[src/rtl/mem_access_unit_pkg.sv]
// Command and state encodings shared by the MEM stage and its load extender.
// Latency: n/a (types, constants and pure helper functions only).
// Backpressure: n/a.
package mem_access_unit_pkg;

    localparam int CMD_W = 5;

    // Decoded command bus from EX/MEM. Codes not listed are non-memory commands.
    typedef enum logic [CMD_W-1:0] {
        CMD_NOP  = 5'h00,
        CMD_ADD  = 5'h01,
        CMD_ADDI = 5'h02,
        CMD_LB   = 5'h10,
        CMD_LH   = 5'h11,
        CMD_LW   = 5'h12,
        CMD_LBU  = 5'h13,
        CMD_LHU  = 5'h14,
        CMD_SB   = 5'h18,
        CMD_SH   = 5'h19,
        CMD_SW   = 5'h1A
    } cmd_e;

    typedef enum logic [1:0] {
        MEM_IDLE  = 2'd0,
        MEM_XFER  = 2'd1,
        MEM_DRAIN = 2'd2,
        MEM_DONE  = 2'd3
    } mem_state_e;

    function automatic logic is_load_cmd(input logic [CMD_W-1:0] c);
        case (c)
            CMD_LB, CMD_LH, CMD_LW, CMD_LBU, CMD_LHU: is_load_cmd = 1'b1;
            default:                                  is_load_cmd = 1'b0;
        endcase
    endfunction

    function automatic logic is_store_cmd(input logic [CMD_W-1:0] c);
        case (c)
            CMD_SB, CMD_SH, CMD_SW: is_store_cmd = 1'b1;
            default:                is_store_cmd = 1'b0;
        endcase
    endfunction

    function automatic logic is_mem_cmd(input logic [CMD_W-1:0] c);
        is_mem_cmd = is_load_cmd(c) || is_store_cmd(c);
    endfunction

    // Index of the final byte of a transfer (transfer length minus one).
    function automatic logic [1:0] last_byte_idx(input logic [CMD_W-1:0] c);
        case (c)
            CMD_LH, CMD_LHU, CMD_SH: last_byte_idx = 2'd1;
            CMD_LW, CMD_SW:          last_byte_idx = 2'd3;
            default:                 last_byte_idx = 2'd0;
        endcase
    endfunction

endpackage

[src/rtl/mem_access_unit_load_extender.sv]
// Sign/zero extension of assembled little-endian load data to register width.
// Latency: combinational.
// Backpressure: none.
//   cmd    : latched load command (selects width and signedness)
//   raw    : assembled bytes, byte 0 in raw[7:0]
//   result : value written back to the register file
module mem_access_unit_load_extender
    import mem_access_unit_pkg::*;
#(
    parameter int DATA_W = 32
) (
    input  logic [CMD_W-1:0]  cmd,
    input  logic [31:0]       raw,
    output logic [DATA_W-1:0] result
);

    always_comb begin
        result = '0;
        case (cmd)
            CMD_LB:  result = DATA_W'($signed(raw[7:0]));
            CMD_LBU: result = DATA_W'(raw[7:0]);
            CMD_LH:  result = DATA_W'($signed(raw[15:0]));
            CMD_LHU: result = DATA_W'(raw[15:0]);
            CMD_LW:  result = DATA_W'(raw);
            default: result = '0;
        endcase
    end

endmodule

[src/rtl/mem_access_unit.sv]
// MEM pipeline stage: runs loads/stores over a byte-wide port, passes other commands through.
// Latency: non-memory 1 cycle; N-byte load N+2 and store N+1 cycles from command accept to DONE (gnt held high).
// Backpressure: stall_o freezes upstream while busy; gnt low holds the current byte (address stable, no write).
//
// Ports
//   clk_in, rst_in                     clock, synchronous active-high reset
//   cmdtype_in .. write_rsd_in         EX/MEM bundle (command, address, store data, rd info)
//   mem_req_o/mem_gnt_i                byte-port request and grant; a byte moves when both are high
//   mem_a_o/mem_wr_o/mem_dout_o        byte address, write strobe, write byte
//   mem_din_i                          read byte, valid the cycle after an accepted read
//   stall_o                            freezes IF/ID/EX and EX/MEM
//   rsd_addr_o/rsd_data_o/write_rsd_o  MEM/WB bundle (registered)
// Optional (macro MEM_FORWARD_EN): mem_forward_o/mem_forward_addr_o/mem_forward_data_o
//   expose the registered MEM result for ID bypass.
module mem_access_unit
    import mem_access_unit_pkg::*;
#(
    parameter int ADDR_W = 32,
    parameter int DATA_W = 32
) (
    input  logic               clk_in,
    input  logic               rst_in,
    input  logic [CMD_W-1:0]   cmdtype_in,
    input  logic [ADDR_W-1:0]  mem_addr_in,
    input  logic [DATA_W-1:0]  mem_val_in,
    input  logic [4:0]         rsd_addr_in,
    input  logic [DATA_W-1:0]  rsd_data_in,
    input  logic               write_rsd_in,
    output logic               mem_req_o,
    input  logic               mem_gnt_i,
    output logic [ADDR_W-1:0]  mem_a_o,
    output logic               mem_wr_o,
    output logic [7:0]         mem_dout_o,
    input  logic [7:0]         mem_din_i,
    output logic               stall_o,
    output logic [4:0]         rsd_addr_o,
    output logic [DATA_W-1:0]  rsd_data_o,
    output logic               write_rsd_o
`ifdef MEM_FORWARD_EN
    ,
    output logic               mem_forward_o,
    output logic [4:0]         mem_forward_addr_o,
    output logic [DATA_W-1:0]  mem_forward_data_o
`endif
);

    // Copy of the EX/MEM bundle taken when a memory command is accepted;
    // upstream inputs are ignored until the transfer finishes.
    typedef struct packed {
        logic [CMD_W-1:0]  cmd;
        logic [ADDR_W-1:0] addr;
        logic [3:0][7:0]   val;
        logic [4:0]        rsd_addr;
        logic [DATA_W-1:0] rsd_data;
        logic              write_rsd;
    } mem_req_t;

    mem_state_e        state;
    mem_req_t          req_q;
    logic [1:0]        issue_idx;   // next byte to put on the port
    logic [1:0]        recv_idx;    // next byte slot to fill from mem_din_i
    logic              rd_pend;     // a read was accepted last cycle; mem_din_i is valid now
    logic [3:0][7:0]   rx_buf;

    logic              in_mem;
    logic              q_load;
    logic              q_store;
    logic [1:0]        last_idx;
    logic              accept;
    logic [3:0][7:0]   rx_merged;
    logic [DATA_W-1:0] ld_result;

    assign in_mem   = is_mem_cmd(cmdtype_in);
    assign q_load   = is_load_cmd(req_q.cmd);
    assign q_store  = is_store_cmd(req_q.cmd);
    assign last_idx = last_byte_idx(req_q.cmd);

    assign mem_req_o = (state == MEM_XFER);
    assign accept    = mem_req_o && mem_gnt_i;

    // Address is derived only from registered state, so it stays put while gnt is low.
    // Wraparound past the top of the address space falls out of the modular add.
    assign mem_a_o    = mem_req_o ? (req_q.addr + ADDR_W'(issue_idx)) : '0;
    assign mem_wr_o   = accept && q_store;
    assign mem_dout_o = (mem_req_o && q_store) ? req_q.val[issue_idx] : 8'h00;

    // The stall must rise in the same cycle the memory command appears, otherwise
    // EX/MEM would advance underneath it. It drops in DONE so the pipeline moves on.
    assign stall_o = !rst_in &&
                     (((state == MEM_IDLE) && in_mem) ||
                      (state == MEM_XFER) || (state == MEM_DRAIN));

    // Final read byte arrives in DRAIN; merge it here so the result can be
    // registered on the same edge that enters DONE.
    always_comb begin
        rx_merged = rx_buf;
        if (rd_pend) begin
            rx_merged[recv_idx] = mem_din_i;
        end
    end

    mem_access_unit_load_extender #(
        .DATA_W (DATA_W)
    ) u_load_ext (
        .cmd    (req_q.cmd),
        .raw    (rx_merged),
        .result (ld_result)
    );

    always_ff @(posedge clk_in) begin
        if (rst_in) begin
            state       <= MEM_IDLE;
            req_q       <= '0;
            issue_idx   <= '0;
            recv_idx    <= '0;
            rd_pend     <= 1'b0;
            rx_buf      <= '0;
            rsd_addr_o  <= '0;
            rsd_data_o  <= '0;
            write_rsd_o <= 1'b0;
        end else begin
            rd_pend <= accept && q_load;

            // Captures follow accepted reads one cycle later, independent of
            // any grant gaps on the issue side.
            if (rd_pend) begin
                rx_buf[recv_idx] <= mem_din_i;
                recv_idx         <= recv_idx + 2'd1;
            end

            case (state)
                MEM_IDLE: begin
                    if (in_mem) begin
                        req_q.cmd       <= cmdtype_in;
                        req_q.addr      <= mem_addr_in;
                        req_q.val       <= mem_val_in[31:0];
                        req_q.rsd_addr  <= rsd_addr_in;
                        req_q.rsd_data  <= rsd_data_in;
                        req_q.write_rsd <= write_rsd_in;
                        issue_idx       <= '0;
                        recv_idx        <= '0;
                        rx_buf          <= '0;
                        // Bubble into MEM/WB while the transfer runs.
                        rsd_addr_o      <= '0;
                        rsd_data_o      <= '0;
                        write_rsd_o     <= 1'b0;
                        state           <= MEM_XFER;
                    end else begin
                        rsd_addr_o  <= rsd_addr_in;
                        rsd_data_o  <= rsd_data_in;
                        write_rsd_o <= write_rsd_in;
                    end
                end

                MEM_XFER: begin
                    if (accept) begin
                        issue_idx <= issue_idx + 2'd1;
                        if (issue_idx == last_idx) begin
                            if (q_load) begin
                                state <= MEM_DRAIN;
                            end else begin
                                rsd_addr_o  <= req_q.rsd_addr;
                                rsd_data_o  <= req_q.rsd_data;
                                write_rsd_o <= 1'b0;
                                state       <= MEM_DONE;
                            end
                        end
                    end
                end

                MEM_DRAIN: begin
                    if (rd_pend) begin
                        rsd_addr_o  <= req_q.rsd_addr;
                        rsd_data_o  <= ld_result;
                        write_rsd_o <= req_q.write_rsd;
                        state       <= MEM_DONE;
                    end
                end

                MEM_DONE: begin
                    // Result is presented for one cycle only. The finished command
                    // is still on the inputs this cycle and must not be re-issued.
                    rsd_addr_o  <= '0;
                    rsd_data_o  <= '0;
                    write_rsd_o <= 1'b0;
                    state       <= MEM_IDLE;
                end

                default: state <= MEM_IDLE;
            endcase
        end
    end

`ifdef MEM_FORWARD_EN
    assign mem_forward_o      = write_rsd_o && (rsd_addr_o != 5'd0);
    assign mem_forward_addr_o = rsd_addr_o;
    assign mem_forward_data_o = rsd_data_o;
`endif

endmodule

[config.mk]
export PLATFORM = sky130hd
export DESIGN_NAME = mem_access_unit
export DESIGN_NICKNAME = d
export VERILOG_FILES = /design/src/rtl/mem_access_unit_pkg.sv /design/src/rtl/mem_access_unit_load_extender.sv /design/src/rtl/mem_access_unit.sv
export SDC_FILE = /design/constraint.sdc
export NUM_CORES = 1
export LEC_CHECK = 0
export ABC_AREA = 1
export BUFFER_PORTS_ARGS = -buffer_cell sky130_fd_sc_hd__buf_2
export CAP_MARGIN = 10
export CORE_MARGIN = 4
export CORE_UTILIZATION = 51
export CTS_CLUSTER_SIZE = 14
export DETAILED_ROUTE_END_ITERATION = 16
export MAX_ROUTING_LAYER = met4
export PLACE_DENSITY = 0.75
export REMOVE_ABC_BUFFERS = 1
export SLEW_MARGIN = 20
export SYNTH_ARGS = -nofsm -noshare
export SYNTH_HDL_FRONTEND = slang
export SYNTH_SLANG_ARGS = --single-unit
[constraint.sdc]
create_clock -name clk_in -period 5.9 [get_ports clk_in]
set_input_delay 1.18 -clock clk_in [delete_from_list [all_inputs] [get_ports clk_in]]
set_output_delay 1.18 -clock clk_in [all_outputs]
set_load 0.01 [all_outputs]
Word-level counts from Yosys, hierarchy flattened
Index checks and enable logic that the tools add are counted.

storage, ports and cells
  register bits after elaboration = 184
  output and inout bits = 81

operators by class
  $lt $le $gt $ge = 3
  muxes and demuxes = 46
  add/sub/neg operators = 3
  equality and inequality tests = 25
  reductions and logical operators = 23

operator list
  cell                 number
  $mux 32              9
  $pmux 32 s5          1
  $pmux 32 s4          1
  $eq 5x5->1 const B   16
  $add 32x2->32        1
  $bwmux 32            1
  $mux 5               5
  $mux 8               3
  $pmux 5 s4           1
  $mux 2               9
  $bmux 8 s2           1
  $demux 8 s2          1
  $mux 1               10
  $reduce_or 5->1      2
  $reduce_or 3->1      3
  $pmux 2 s2           2
  $pmux 2 s4           1
  $reduce_and 4->1     2
  $logic_and 1x1->1    7
  $lt 2x3->1 const B   2
  $ne 2x2->1 const B   3
  $add 2x1->2 const B  2
  $eq 2x2->1 const B   2
  $ne 2x1->1 const B   2
  other kinds (11)     13

Logic depth before layout (Yosys ltp)
  depth in word-level cells = 8
  gate-level depth with buffers = 14

Modules after synthesis
From an unflattened synthesis, not the netlist that was laid out.

unflattened totals
  cell total of the unflattened synthesis = 1594
  area, all modules = 9899.5 µm²

modules (own cells, without submodules)
  module                         cells each  area an instance (µm²)  times used
  mem_access_unit                1507        9514.1                  1
  mem_access_unit_load_extender  87          385.4                   1

Worst setup path before layout
OpenSTA, ideal clock, no wires.

  path type = in2out
  start point = in cmdtype_in[2]
  end point = out stall_o
  arrival time = 2406 ps
  cell stages on the path = 9
  slack = 2314 ps
  required time = 4720 ps
  cells stage by stage = inv_1 -> nand2_1 -> nand2_1 -> nand3_1 -> nor2_2 -> inv_2 -> clkbuf_1 -> clkbuf_1 -> a31oi_1

on the way
  cells in the longest elaborated chain, start to end = 8
  elaborated cells between the ends (all ways) = 17
  classes of those cells = eq/ne (8); mux (2); reduce/logical (7)

ends and longest elaborated chain
  item                                                RTL line                                              text
  start: declaration                                  mem_access_unit.sv:23                                 input logic [CMD_W-1:0] cmdtype_in,
  $eq 5x5->1, on equally long branches                mem_access_unit_pkg.sv:31, mem_access_unit_pkg.sv:38
  $reduce_or 5->1 or $reduce_or 3->1 (tied branches)  mem_access_unit_pkg.sv:31, mem_access_unit_pkg.sv:38
  $mux 1, on equally long branches                    mem_access_unit_pkg.sv:31, mem_access_unit_pkg.sv:38
  $logic_or 1x1->1 (*)                                mem_access_unit_pkg.sv:45                             is_mem_cmd = is_load_cmd(c) || is_store_cmd(c);
  $logic_and 1x1->1 (*)                               mem_access_unit.sv:90                                 (((state == MEM_IDLE) && in_mem) ||
  $logic_or 1x1->1 (*)                                mem_access_unit.sv:90
  $logic_or 1x1->1 (*)                                mem_access_unit.sv:91                                 (state == MEM_XFER) || (state == MEM_DRAIN));
  $logic_and 1x1->1 (*)                               mem_access_unit.sv:89                                 assign stall_o = !rst_in &&
  end: declaration                                    mem_access_unit.sv:35                                 output logic stall_o,

Every way passes the cells marked *; elsewhere a longest branch is shown, timed or not.

Worst setup path after layout
  start point = reg issue_idx[0]
  end point = out mem_a_o[24]

on the way
  cells in the longest elaborated chain, start to end = 2

ends and longest elaborated chain
  item                      RTL line                text
  start: declaration        mem_access_unit.sv:60   logic [1:0] issue_idx;
  start signal: assignment  mem_access_unit.sv:157  issue_idx <= issue_idx + 2'd1;
  $add 32x2->32             mem_access_unit.sv:83   assign mem_a_o = mem_req_o ? (req_q.addr + ADDR_W'(issue_idx)) : '0;
  $mux 32                   mem_access_unit.sv:83
  end: declaration          mem_access_unit.sv:31   output logic [ADDR_W-1:0] mem_a_o,

No other way between the ends.

==> results.yml <==
synth:
  synth_area_sq_um: 9730
  synth-warning-count: 0
  ys.flop_type: "dfxtp_1"
  synth_edf_count: 0
  synth_top_family_by_area: "simple AND/OR/NAND/NOR gates"
  synth-seq-area-share_pct: 37.9
  synth_xor_area_share_pct: 1.17
  synth_compound_area_share_pct: 18.1
  avgSynthCellArea_sq_um: 6.35
  synth_fa_ha_area_share_pct: 1.49
  async_flop_share_pct: 0
  syn_inst: 1533
  synth_cell_types: 32
  yosys.area_share.simple_pct: 30.8
  synthMuxAreaShare_pct: 0
  ys_ff_latch: 184
place:
  placed_cells: 1879
  post-place-ws_ns: 1.95
  post_dp_cell_area_sq_um: 10700
  gp_congestion: 0.880
  io_buffer_count: 198
  dpl.hpwl_microns: 18900
sta:
  setup_tns_ns: 0
  layout_setup_ws_ns: 1.56
  final.min_clock_period_ns: 4.34
  max_slew_margin_pct: 34.5
  period_share_pct: 73.5
  setup_violations: 0
  rsz0062_at_grt: "false"
  fmax_mhz: 231
  tightestPinTransition_ns: 0.981
  hold_viol_final: 0
  skew_ns: 0.0100
  holdWs_ns: 0.456
  slew_violations: 0
final_layout:
  fin_area_sq_um: 11300
  nNetsFinal: 1793
  layout.cells.non_filler: 1914
  final_cell_mix: "nand2_1, nor2_1, buf_2, dfxtp_1, inv_1"
  fillCellCount: 1795
  utilization_pct: 60.5
  drive_gt1_share_pct: 15.4
  layout_commonest_cell: "nand2_1"
  syn_to_final_growth_pct: 16.4
clock_tree:
  post_cts.repair.setup_buffers: 0
  cts.sinks: 184
  clk_pin_slew_ns: 0.07
  clock_path_buffers: 2
  insertion_delay_ns: 0.43
  cts-root-buf: "clkbuf_16"
  cts.htree.levels: 4
  cts_tree: "built"
  cts_hold_buf: 0
  cts_resized: 0
  numCtsBuffers: 17
floorplanning:
  ios: 199
  start_util_pct: 52.0
  die_area_sq_um: 21400
  die_h_microns: 146
  core_sq_um: 18700
  placementRows: 50
  die_w_microns: 146
global_route:
  overflow: 0
  grt_max_degree: 91
  gr-max-usage-layer: "met2"
  grt_first_pass_wirelength_microns: 46700
  antenna_found_initial: 1
  grt_usage_pct: 26.7
  grt_pass1_vias: 9517
  met3_usage_pct: 5.56
  grt_use_met2_pct: 43.7
  grtUsageMet1_pct: 34.1
worst_setup_path:
  criticalPathCategory: "reg -> out"
  worstSetupEndpointType: "output port"
  cp.arrival_ns: 3.16
  path_max_fanout: 20
  crit_required_ns: 4.72
  rr_worst_depth: 7
  critPathLaunchType: "flip-flop"
job:
  max_cap_violations: 0
route:
  routed_wl_microns: 28300
  dr.first_iter.drc_count: 745
  via_count: 10200
  drc: 0
  ant_nets: 0
  routedWlPerCell_microns: 14.8
  vias_per_cell: 5.31
  drtPass1Iterations: 5
power_and_ir_drop:
  power_density_nw_per_um2: 394
  ir_drop_v: 0.000276
  leakagePower_nw: 5.54
  finalPower_mw: 4.46
worst_hold_path:
  hold_class: "reg -> reg"
  hold_path_depth: 2
run_status:
  outcome: "complete, no violations"
## synthesized netlist by cell type, drive strengths merged, types with 5 or more instances
library cell  number  area [sq um]
nor3              22           110
nor4               5          31.3
ha                10           125
clkinv             5          18.8
a21oi            134           671
nand4             30           188
nor2             234           888
dfxtp            184          3680
o211ai            34           255
clkbuf            76           285
nand2            368          1390
o21ai            149           749
nand3             74           383
inv              163           612
buf               19           115
xor2              11          96.3
a31o               6          52.6
## final cells by class
type,count,area [sq um],share of cell area (%)
well taps,234,293,2.59
multi-input cells,1086,5030,44.4
flip-flops and latches,184,3680,32.5
clock inverters,14,194,1.71
clock buffers,18,429,3.79
diodes,3,7.51,0.0663
inverters,168,633,5.59
repair buffers,207,1060,9.35
## path summary, 6_finish.rpt
kind | from | end | slack (ns)
max reg2reg | issue_idx[0]$_SDFFE_PP0P_ | rsd_data_o[13]$_SDFFE_PP0P_ | 2.50
min reg2reg | req_q[50]$_SDFFE_PP0P_ | req_q[50]$_SDFFE_PP0P_ | 0.46
min | req_q[50]$_SDFFE_PP0P_ | req_q[50]$_SDFFE_PP0P_ | 0.46
max | issue_idx[0]$_SDFFE_PP0P_ | mem_a_o[24] | 1.56
## kinds of logic after synthesis
family	after synthesis
and+or+nand+nor	734
AOI/OAI and AO/OA	328
buffers and inverters	263
DFF	184
xor gates and xnor gates	13
adders and majority gates	11
## worst max-delay path, stage by stage, from the launching register on
cell     delay (ns)
dfxtp_1        0.75
ha_1           0.32
fa_1           0.21
nand2_1        0.07
nor2_1         0.17
nand2_1        0.16
nor2_1         0.25
nand2_1        0.08
nor2_1         0.16
nand2_1        0.11
nor2_1         0.16
nand2_1        0.07
nand2_1        0.06
nor2_1         0.04
buf_2          0.13
## metal layers
| metal | wire [microns] | up-vias |
|---|---|---|
| met2 | 13200 | 362 |
| met1 | 12400 | 4570 |
| met4 | 474 | 0 |
| met5 | 0 | - |
| li1 | - | 5199 |
| met3 | 2100 | 41 |
## flip-flops by register name, summed over array words and instances, names as in the netlist, 2 cells and up
signal / cells
issue_idx: 2
recv_idx: 2
req_q: 107
rsd_addr_o: 5
rsd_data_o: 32
rx_buf: 32
state: 2
## power breakdown
| group | switching (mW) | internal [mW] |
|---|---|---|
| clock network | 0.518 | 0.713 |
| registers | 0.151 | 1.49 |
| logic | 1.05 | 0.543 |
Power figures use the tool's default switching activity.
